## src/rtl/shift_reg_pkg.sv

```systemverilog
// Shared definitions for the shift-register family (PIPO / PISO / SIPO).
// Contents:
//   BIT_ORDER_MSB / BIT_ORDER_LSB : serial bit-order selectors
//   cnt_width()                   : counter width needed to count 0..n-1
package shift_reg_pkg;

    localparam bit BIT_ORDER_MSB = 1'b1;
    localparam bit BIT_ORDER_LSB = 1'b0;

    // Smallest w >= 1 with 2**w >= n. The loop is bounded, so it elaborates as a constant.
    function automatic int unsigned cnt_width(input int unsigned n);
        int unsigned w;
        w = 32'd1;
        for (int unsigned i = 32'd1; i < 32'd32; i++) begin
            if ((32'd1 << i) < n) begin
                w = i + 32'd1;
            end
        end
        return w;
    endfunction

endpackage

```

## src/rtl/pipo_hold_reg.sv

```systemverilog
// Parallel-in parallel-out holding register with a valid flag.
// Ports:
//   clk, rst        : clock, asynchronous active-high reset
//   load, d         : capture d into q when load is high
//   set_valid       : raise valid (wins over clr_valid)
//   clr_valid       : drop valid
//   q, valid        : registered word and its valid flag
module pipo_hold_reg #(
    parameter int unsigned WIDTH = 4
) (
    input  logic             clk,
    input  logic             rst,
    input  logic             load,
    input  logic [WIDTH-1:0] d,
    input  logic             set_valid,
    input  logic             clr_valid,
    output logic [WIDTH-1:0] q,
    output logic             valid
);

    logic [WIDTH-1:0] data_r;
    logic             valid_r;

    // Data register: only changes on an explicit load.
    always_ff @(posedge clk or posedge rst) begin
        if (rst) begin
            data_r <= '0;
        end else if (load) begin
            data_r <= d;
        end
    end

    // Valid flag: set has priority so a reload during a drain keeps the word valid.
    always_ff @(posedge clk or posedge rst) begin
        if (rst) begin
            valid_r <= 1'b0;
        end else if (set_valid) begin
            valid_r <= 1'b1;
        end else if (clr_valid) begin
            valid_r <= 1'b0;
        end
    end

    assign q     = data_r;
    assign valid = valid_r;

endmodule

```

## src/rtl/sipo_deserializer.sv

```systemverilog
// Serial-in parallel-out deserializer with a valid/ready output holding register.
// Ports:
//   clk, rst          : clock, asynchronous active-high reset
//   sin, sin_valid    : serial bit and its qualifier
//   clr               : synchronous flush of partial word and overrun flag
//   q, q_valid        : completed word, held until q_ready handshake
//   q_ready           : consumer accept
//   bit_cnt           : bits collected in the current partial word
//   overrun           : sticky, a completed word was dropped (holding reg full)
module sipo_deserializer
    import shift_reg_pkg::*;
#(
    parameter int unsigned  WIDTH     = 4,
    parameter bit           MSB_FIRST = BIT_ORDER_MSB,
    localparam int unsigned CNT_W     = cnt_width(WIDTH)
) (
    input  logic             clk,
    input  logic             rst,
    input  logic             sin,
    input  logic             sin_valid,
    input  logic             clr,
    output logic [WIDTH-1:0] q,
    output logic             q_valid,
    input  logic             q_ready,
    output logic [CNT_W-1:0] bit_cnt,
    output logic             overrun
);

    localparam logic [CNT_W-1:0] CNT_LAST = CNT_W'(WIDTH - 32'd1);
    localparam logic [CNT_W-1:0] CNT_ONE  = CNT_W'(32'd1);

    logic [WIDTH-1:0] sh_r;
    logic [CNT_W-1:0] cnt_r;
    logic             overrun_r;

    logic [WIDTH-1:0] word_s;
    logic             sample_s;
    logic             last_s;
    logic             can_load_s;
    logic             load_s;
    logic             drop_s;
    logic             drain_s;

    // clr discards a bit presented in the same cycle.
    assign sample_s   = sin_valid && !clr;
    assign last_s     = sample_s && (cnt_r == CNT_LAST);
    // The holding register is free if empty or being emptied at this very edge.
    assign can_load_s = !q_valid || q_ready;
    assign load_s     = last_s && can_load_s;
    assign drop_s     = last_s && !can_load_s;
    assign drain_s    = q_valid && q_ready;

    // Shift register contents after accepting sin, in the configured bit order.
    always_comb begin
        if (MSB_FIRST == BIT_ORDER_MSB) begin
            word_s = {sh_r[WIDTH-2:0], sin};
        end else begin
            word_s = {sin, sh_r[WIDTH-1:1]};
        end
    end

    // Shift register: flushed by clr, shifts on each sampled bit.
    always_ff @(posedge clk or posedge rst) begin
        if (rst) begin
            sh_r <= '0;
        end else if (clr) begin
            sh_r <= '0;
        end else if (sample_s) begin
            sh_r <= word_s;
        end
    end

    // Bit counter: wraps on the final bit whether or not the word is kept.
    always_ff @(posedge clk or posedge rst) begin
        if (rst) begin
            cnt_r <= '0;
        end else if (clr) begin
            cnt_r <= '0;
        end else if (sample_s) begin
            cnt_r <= last_s ? '0 : (cnt_r + CNT_ONE);
        end
    end

    // Sticky overrun: set when a completed word finds the holding register full.
    always_ff @(posedge clk or posedge rst) begin
        if (rst) begin
            overrun_r <= 1'b0;
        end else if (clr) begin
            overrun_r <= 1'b0;
        end else if (drop_s) begin
            overrun_r <= 1'b1;
        end
    end

    // The completed word goes straight from the shift path into the output stage.
    pipo_hold_reg #(
        .WIDTH(WIDTH)
    ) u_hold (
        .clk       (clk),
        .rst       (rst),
        .load      (load_s),
        .d         (word_s),
        .set_valid (load_s),
        .clr_valid (drain_s),
        .q         (q),
        .valid     (q_valid)
    );

    assign bit_cnt = cnt_r;
    assign overrun = overrun_r;

endmodule

```

## config.mk

```make
export PLATFORM = sky130hd
export DESIGN_NAME = sipo_deserializer
export DESIGN_NICKNAME = d
export VERILOG_FILES = /design/src/rtl/shift_reg_pkg.sv /design/src/rtl/pipo_hold_reg.sv /design/src/rtl/sipo_deserializer.sv
export SDC_FILE = /design/constraint.sdc
export NUM_CORES = 1
export LEC_CHECK = 0
export BUFFER_PORTS_ARGS = -buffer_cell sky130_fd_sc_hd__buf_2
export CORE_AREA = 3 3 40 42
export DETAILED_ROUTE_END_ITERATION = 10
export DIE_AREA = 0 0 43 45
export SYNTH_ARGS = -nofsm -noshare
export SYNTH_HDL_FRONTEND = slang
export SYNTH_SLANG_ARGS = --single-unit
```

## constraint.sdc

```tcl
create_clock -name clk -period 1.4 [get_ports clk]
set_clock_uncertainty 0.05 [all_clocks]
set_input_delay 0.28 -clock clk [delete_from_list [all_inputs] [get_ports clk]]
set_output_delay 0.28 -clock clk [all_outputs]
set_load 0.01 [all_outputs]
```

==> flow_metrics.env, run 1 <==
export IMPL_status="finished, final reports clean"
export IMPL_clk_pin_slew_ns=0.07
export IMPL_timing_rr_start="bit_cnt[0]$_DFFE_PP0P_"
export IMPL_finalHoldViolCount=0
export IMPL_cts_tree="built"
export IMPL_root_buffer="clkbuf_4"
export IMPL_ir_drop_uv=787
export IMPL_period_needed_ns=1.39
export IMPL_rsz0062_at_grt="yes"
export IMPL_power_leakage_nw=0.351
export IMPL_max_cap_viol_count=0
export IMPL_synth_top_cell_by_area="dfrtp_1"
export IMPL_fin_setup_tns_ns=0
export IMPL_reg2reg_to="u_hold.q[2]$_DFFE_PP0P_"
export IMPL_syn_num_nets=44
export IMPL_post_route_util_pct=50.4
export IMPL_worstPathRequired_ns=1.51
export IMPL_crit_path_end="u_hold.q[2]$_DFFE_PP0P_"
export IMPL_multi_input_area_sq_um=200
export IMPL_r2r_slack_ns=0.01
export IMPL_powerDensity_nw_per_um2=994
export IMPL_htree_levels=1
export IMPL_yosysWarningCount=0
export IMPL_die_area_sq_um=1940
export IMPL_vias=343
export IMPL_worstMarginPinSlew_ns=0.426
export IMPL_via_per_inst=4.64
export IMPL_die_w_microns=43
export IMPL_design_area_sq_um=648
export IMPL_fill_cells=125
export IMPL_grt_max_degree=12
export IMPL_relSlewSlack_pct=71.6
export IMPL_r2r_cells=4
export IMPL_grt_pass1_vias=359
export IMPL_cts_buffers=3
export IMPL_ys_seq_area_share_pct=54.7
export IMPL_drive_above_1_share_pct=50.8
export IMPL_grt_ovfl_total=0
export IMPL_first_pass_iters=4
export IMPL_insertion_delay_ns=0.26
export IMPL_grt_pass1_wl_microns=1560
export IMPL_avgRoutedWirePerCell_microns=12.6
export IMPL_finalPower_mw=0.644
export IMPL_synth_top_area_share_pct=54.7
export IMPL_seq_area_sq_um=275
export IMPL_worstPathArrival_ns=1.50
export IMPL_die_height_microns=45
export IMPL_instances_no_fill=74
export IMPL_diodes=0
export IMPL_drt_iter0_drc=2
export IMPL_place_area_sq_um=597
export IMPL_critPathMaxFanout=4
export IMPL_finalCritPeriodShare_pct=99.2
export IMPL_crit_start="bit_cnt[0]$_DFFE_PP0P_"
export IMPL_initial_utilization_pct=39.1
export IMPL_holdCritPathClass="in -> reg"
export IMPL_synth_seq_cells=11
export IMPL_cp_start_kind="flop"
export IMPL_dp_cells=67
export IMPL_hold_depth=2
export IMPL_grt_antenna_before_repair=0
export IMPL_rows=13
export IMPL_ctsResizeCount=0
export IMPL_crit_type="reg -> reg"
export IMPL_clock_sinks=11
export IMPL_avgSynthCellArea_sq_um=13.6
export IMPL_final_max_slew_viol_count=0
export IMPL_port_buffers=13
export IMPL_place_congestion=0.712
export IMPL_setup_viol=0
export IMPL_critPathCaptureType="flop"
export IMPL_max_freq_mhz=720
export IMPL_drc=0
export IMPL_wirelength_microns=934
export IMPL_clock_path_buffers=2
export IMPL_drtAntennaViolNets=0
export IMPL_io_pins=14
export IMPL_areaGrowthSynthToFinish_pct=28.9
export IMPL_synth_area_sq_um=503
export IMPL_core_area_sq_um=1280
export IMPL_synth_area_top_cells="dfrtp_1 55%, mux2_4 12%, mux2i_1 8.0%"
export IMPL_nNetsFinal=67
export IMPL_synthCells=37
export IMPL_yosysUniqueCellTypes=14
export IMPL_grt_usage_pct=11.4
==> registers in the layout, summed over array words and instances (netlist names) <==
register	cells
u_hold.valid	1
sh_r	3
overrun	1
u_hold.q	4
bit_cnt	2
==> how the worst min path moves through the flow <==
stage                     from                       to
final                      sin  u_hold.q[0]$_DFFE_PP0P_
after global routing       sin  u_hold.q[0]$_DFFE_PP0P_
after floorplan            rst   bit_cnt[0]$_DFFE_PP0P_
after global placement     rst  u_hold.q[0]$_DFFE_PP0P_
after CTS                  sin  u_hold.q[0]$_DFFE_PP0P_
after detailed placement   rst  u_hold.q[2]$_DFFE_PP0P_
==> per-layer routing <==
layer	track usage [%]	part of all wire, %	wire length [microns]	vias up
met5	0	0	0	-
met4	0	0	0	0
met3	7.57	9.0	84	0
met2	16.5	43	405	14
met1	15.4	48	444	160
li1	-	-	-	169
==> logic make-up after synthesis <==
kind of cell             after synthesis  synth area share, %
buffers and inverters                  4                 5.97
multiplexers                           8                 19.9
flip-flops                            11                 54.7
adder cells (fa/ha/maj)                1                 2.49
AO/OA/AOI/OAI                          3                 3.73
AND/OR/NAND/NOR                       10                 13.2
==> critical path, stage by stage (launching register included) <==
cell,delay [ns]
dfrtp_1,0.36
ha_2,0.20
nand2_2,0.08
nor3_4,0.26
mux2_4,0.33
==> final cells by class <==
cell class	instances	area share, %
sequential	11	42.5
multi-input combinational	22	30.9
timing repair buffer	20	18.5
clock buffer	4	4.05
tap	15	2.90
inverter	2	1.16
==> layout by cell type (no fill, tap or decap) <==
cell and n:
ha_2 1, dlygate4sd3_1 1, mux2i_1 4, mux2_4 4, a21oi_1 1, o21bai_1 1
nor2_1 6, buf_4 6, nand2_2 1, buf_2 13, a31oi_1 1, inv_1 2
nor2b_4 1, clkbuf_4 3, nor3b_1 1, nor3_4 1, dfrtp_1 11, clkbuf_1 1
==> stage by stage <==
step	worst slack [ns]	hold WS, ns
global placement	0.0475	0.242
global route	-0.0334	0.195
floorplan	-0.0140	0.0824
detailed placement	0.00947	0.248
finish	0.0108	0.205
CTS	0.00681	0.203
==> power by group <==
part / internal (mW) / switching [mW]
clock network: 0.110 / 0.105
logic: 0.0457 / 0.0410
registers: 0.332 / 0.00954
==> synth_stat cells (all sizes together) <==
library cell / n
a21oi: 1
a31oi: 1
buf: 2
dfrtp: 11
ha: 1
inv: 2
mux2: 4
mux2i: 4
nand2: 1
nor2: 6
nor2b: 1
nor3: 1
nor3b: 1
o21bai: 1
==> what timing repair did <==
| item | in CTS | in global routing |
|---|---|---|
| setup endpoints to repair | 0 | 4 |
| buffers inserted | 0 | 2 |
| hold endpoints to repair | 11 | 0 |
| hold buffers | 1 | 0 |
Note: power is estimated with default switching activity, not from simulation.
==> run 2: changes to the inputs <==
--- a/config.mk
+++ b/config.mk
@@ -7,6 +7,7 @@
 export LEC_CHECK = 0
 export BUFFER_PORTS_ARGS = -buffer_cell sky130_fd_sc_hd__buf_2
 export CORE_AREA = 3 3 40 42
+export CTS_BUF_LIST = sky130_fd_sc_hd__clkbuf_4
 export DETAILED_ROUTE_END_ITERATION = 10
 export DIE_AREA = 0 0 43 45
 export SYNTH_ARGS = -nofsm -noshare
==> flow_metrics.env, run 2 (same netlist as run 1, synthesis figures left out) <==
export IMPL_rsz0062_at_grt="yes"
export IMPL_final_max_slew_viol_count=0
export IMPL_htree_levels=1
export IMPL_max_freq_mhz=723
export IMPL_core_area_sq_um=1280
export IMPL_crit_type="reg -> reg"
export IMPL_worstPathRequired_ns=1.51
export IMPL_path_cells="ha_2 -> nand2_2 -> nor3_4 -> mux2_4"
export IMPL_die_w_microns=43
export IMPL_areaGrowthSynthToFinish_pct=29.6
export IMPL_drtAntennaViolNets=0
export IMPL_place_congestion=0.712
export IMPL_vias=343
export IMPL_clock_path_buffers=2
export IMPL_fill_cells=125
export IMPL_first_pass_iters=4
export IMPL_wirelength_microns=943
export IMPL_avgRoutedWirePerCell_microns=12.7
export IMPL_finalCritPeriodShare_pct=98.8
export IMPL_die_height_microns=45
export IMPL_grt_max_degree=12
export IMPL_initial_utilization_pct=39.1
export IMPL_cp_start_kind="flop"
export IMPL_seq_area_sq_um=275
export IMPL_cpMaxStageDelayCell="dfrtp_1"
export IMPL_critPathCaptureType="flop"
export IMPL_die_area_sq_um=1940
export IMPL_insertion_delay_ns=0.26
export IMPL_setup_viol=0
export IMPL_grt_ovfl_total=0
export IMPL_worstPathArrival_ns=1.49
export IMPL_largest_reg_flops=4
export IMPL_grt_pass1_vias=365
export IMPL_relSlewSlack_pct=71.4
export IMPL_hp_start="sin"
export IMPL_fin_setup_tns_ns=0
export IMPL_multi_input_area_sq_um=200
export IMPL_diodes=0
export IMPL_cts_buffers=3
export IMPL_worstMarginPinSlew_ns=0.428
export IMPL_drc=0
export IMPL_power_leakage_nw=0.354
export IMPL_drt_iter0_drc=3
export IMPL_clock_sinks=11
export IMPL_grt_pass1_wl_microns=1570
export IMPL_port_buffers=13
export IMPL_root_buffer="clkbuf_4"
export IMPL_critPathMaxFanout=4
export IMPL_cts_tree="built"
export IMPL_timing_rr_start="bit_cnt[0]$_DFFE_PP0P_"
export IMPL_final_common_cell="buf_2"
export IMPL_holdCritPathClass="in -> reg"
export IMPL_io_pins=14
export IMPL_critPathMaxStageDelay_ns=0.36
export IMPL_grt_antenna_before_repair=0
export IMPL_ctsResizeCount=0
export IMPL_via_per_inst=4.64
export IMPL_ir_drop_uv=709
export IMPL_finalPower_mw=0.667
export IMPL_status="finished, final reports clean"
export IMPL_max_cap_viol_count=0
export IMPL_crit_start="bit_cnt[0]$_DFFE_PP0P_"
export IMPL_grt_usage_pct=11.7
export IMPL_clk_pin_slew_ns=0.07
export IMPL_mostFrequentLayoutCells="13 x buf_2, 11 x dfrtp_1, 6 x nor2_1, 6 x buf_4"
export IMPL_nNetsFinal=67
export IMPL_period_needed_ns=1.38
export IMPL_finalHoldViolCount=0
export IMPL_powerDensity_nw_per_um2=1020
export IMPL_rows=13
export IMPL_drive_above_1_share_pct=52.5
-- run 2: repair_timing --
action / 4_1_cts / 5_1_grt
endpoints found under the hold margin: 11 / 0
setup buffers: 0 / 2
hold buffers: 1 / 0
setup endpoints to repair: 0 / 4
-- run 2: final timing paths --
check                      slack, ns                      end  cells after the start
setup / recovery                0.02  u_hold.q[2]$_DFFE_PP0P_                      4
hold / removal                  0.20  u_hold.q[0]$_DFFE_PP0P_                      2
setup reg to reg                0.02  u_hold.q[2]$_DFFE_PP0P_                      4
hold reg to reg                 0.46  u_hold.q[3]$_DFFE_PP0P_                      1
min in group asynchronous       0.49      overrun$_DFFE_PP0P_                      3
max in group asynchronous       0.50      sh_r[2]$_DFFE_PP0P_                      3
-- run 2: routing by layer --
layer  vias up  track usage [%]  wire length, microns
li1        168                -                     -
met1       161             15.4                   457
met2        14             16.5                   406
met3         0             7.57                    79
met4         0             1.81                     0
met5         -                0                     0
-- run 2: worst max-delay path, delay by kind of cell, from the launching register on --
kind / cells / cell delay, ns
adder cells (fa/ha/maj): 1 / 0.20
multiplexers: 1 / 0.33
AND/OR/NAND/NOR: 2 / 0.34
flip-flops: 1 / 0.36
-- run 2: layout make-up --
cell class              instances  area share (%)
clock buffers                   4            4.61
inverters                       2            1.15
multi-input cells              22            30.7
flip-flops and latches         11            42.2
well taps                      15            2.88
repair buffers                 20            18.4
-- run 2: stage by stage --
step	cells	hold slack [ns]	utilization (%)	instance area [sq um]	worst slack, ns
floorplan	37	0.0824	-	505	-0.0140
CTS	72	0.202	49.6	637	0.00648
detailed placement	67	0.248	46.4	597	0.00947
global route	74	0.190	50.7	652	-0.0340
global placement	67	0.242	46.4	597	0.0475
finish	74	0.202	50.7	652	0.0174
-- run 2: report_power, final --
part	total [mW]	internal [mW]	switching (mW)
Sequential	0.342	0.332	0.00941
Combinational	0.0870	0.0457	0.0412
Clock	0.238	0.130	0.108
==> run 3: changes to the inputs <==
--- a/config.mk
+++ b/config.mk
@@ -6,10 +6,13 @@
 export NUM_CORES = 1
 export LEC_CHECK = 0
 export BUFFER_PORTS_ARGS = -buffer_cell sky130_fd_sc_hd__buf_2
-export CORE_AREA = 3 3 40 42
+export CELL_PAD_IN_SITES_DETAIL_PLACEMENT = 0
+export CELL_PAD_IN_SITES_GLOBAL_PLACEMENT = 2
+export CORE_MARGIN = 3
+export CORE_UTILIZATION = 30
 export CTS_BUF_LIST = sky130_fd_sc_hd__clkbuf_4
 export DETAILED_ROUTE_END_ITERATION = 10
-export DIE_AREA = 0 0 43 45
+export PLACE_DENSITY_LB_ADDON = 0.1
 export SYNTH_ARGS = -nofsm -noshare
 export SYNTH_HDL_FRONTEND = slang
 export SYNTH_SLANG_ARGS = --single-unit
==> flow_metrics.env, run 3 (same netlist as run 1, synthesis figures left out) <==
export IMPL_critPathMaxFanout=4
export IMPL_vias=334
export IMPL_grt_pass1_vias=322
export IMPL_post_route_util_pct=42.9
export IMPL_drtAntennaViolNets=0
export IMPL_fin_setup_tns_ns=0
export IMPL_period_needed_ns=1.36
export IMPL_clk_pin_slew_ns=0.07
export IMPL_cts_tree="built"
export IMPL_wirelength_microns=955
export IMPL_hold_depth=2
export IMPL_fill_cells=157
export IMPL_r2r_cells=4
export IMPL_critPathCaptureType="flop"
export IMPL_core_area_sq_um=1540
export IMPL_grt_usage_pct=10.7
export IMPL_max_cap_viol_count=0
export IMPL_drc=0
export IMPL_diodes=0
export IMPL_final_common_cell="buf_2"
export IMPL_first_pass_iters=4
export IMPL_grt_pass1_wl_microns=1480
export IMPL_die_area_sq_um=2200
export IMPL_final_max_slew_viol_count=0
export IMPL_place_congestion=0.709
export IMPL_nNetsFinal=66
export IMPL_htree_levels=1
export IMPL_drt_iter0_drc=4
export IMPL_grt_max_degree=12
export IMPL_insertion_delay_ns=0.27
export IMPL_areaGrowthSynthToFinish_pct=31.3
export IMPL_ir_drop_uv=461
export IMPL_max_freq_mhz=733
export IMPL_grt_antenna_before_repair=0
export IMPL_worstPathArrival_ns=1.48
export IMPL_clock_sinks=11
export IMPL_power_leakage_nw=0.359
export IMPL_cts_buffers=3
export IMPL_holdCritPathClass="in -> reg"
export IMPL_drive_above_1_share_pct=51.7
export IMPL_seq_area_sq_um=275
export IMPL_crit_type="reg -> reg"
export IMPL_clock_path_buffers=2
export IMPL_largest_reg_flops=4
export IMPL_avgRoutedWirePerCell_microns=12.9
export IMPL_powerDensity_nw_per_um2=1020
export IMPL_finalHoldViolCount=0
export IMPL_root_buffer="clkbuf_4"
export IMPL_mostFrequentLayoutCells="13 x buf_2, 11 x dfrtp_1, 6 x nor2_1"
export IMPL_rows=14
export IMPL_die_height_microns=46.9
export IMPL_worstMarginPinSlew_ns=0.427
export IMPL_multi_input_area_sq_um=215
export IMPL_timing_hold_ws_ns=0.221
export IMPL_worstPathRequired_ns=1.51
export IMPL_setup_viol=0
export IMPL_via_per_inst=4.51
export IMPL_status="finished, final reports clean"
export IMPL_finalCritPeriodShare_pct=97.5
export IMPL_initial_utilization_pct=32.6
export IMPL_rsz0062_at_grt="yes"
export IMPL_die_w_microns=46.9
export IMPL_cp_start_kind="flop"
export IMPL_io_pins=14
export IMPL_relSlewSlack_pct=71.5
export IMPL_grt_ovfl_total=0
export IMPL_port_buffers=13
export IMPL_hpwl_microns=699
## run 3: cell count changes in the layout (fill, tap and decap cells not counted)
cell / before / now
buf_4: 6 / 5
nand2_2: 1 / 0
ha_2: 1 / 0
nand2_4: 0 / 1
ha_4: 0 / 1
## run 3: metrics by stage
stage,power [mW],worst slack [ns],std cells,cell area [sq um]
3_5_place_dp,0.430,-0.00284,67,591
5_1_grt,0.716,-0.0139,74,661
2_1_floorplan,0.399,-0.0140,37,505
6_report,0.675,0.0354,74,661
3_3_place_gp,0.426,0.0445,67,591
4_1_cts,0.684,0.00174,73,638
## run 3: repair_timing
item / CTS / global route
buffers inserted: 1 / 1
endpoints found under the hold margin: 11 / 0
endpoints found under the setup margin: 4 / 4
hold buffers: 1 / 0
resized for setup: 0 / 2
## run 3: routing by layer
layer | share of wire (%) | global-route usage, %
met1 | 45 | 12.9
met2 | 44 | 13.8
met3 | 9.1 | 4.60
met4 | 2.1 | 9.94
met5 | 0 | 0
## run 3: cell type report
cell class	count	share of cell area, %
Clock buffer	4	4.55
Inverter	2	1.14
Multi-Input combinational cell	22	32.6
Sequential cell	11	41.7
Tap cell	16	3.03
Timing Repair Buffer	19	17.0
## run 3: power breakdown
part	switching (mW)	internal [mW]	total [mW]
registers	0.0105	0.332	0.343
clock network	0.114	0.130	0.244
logic	0.0421	0.0467	0.0888
## run 3: final timing paths
| check | endpoint | slack, ns | startpoint |
|---|---|---|---|
| max | u_hold.q[3]$_DFFE_PP0P_ | 0.04 | bit_cnt[0]$_DFFE_PP0P_ |
| min | u_hold.q[0]$_DFFE_PP0P_ | 0.22 | sin |
| max reg2reg | u_hold.q[3]$_DFFE_PP0P_ | 0.04 | bit_cnt[0]$_DFFE_PP0P_ |
| min reg2reg | overrun$_DFFE_PP0P_ | 0.45 | overrun$_DFFE_PP0P_ |
| max in group asynchronous | bit_cnt[0]$_DFFE_PP0P_ | 0.52 | rst |
| min in group asynchronous | u_hold.q[0]$_DFFE_PP0P_ | 0.48 | rst |
## run 3: critical path, cell delays in order, from the launching register on
cell and delay (ns):
dfrtp_1 0.40, ha_4 0.17, nand2_4 0.06, nor3_4 0.25, mux2_4 0.33
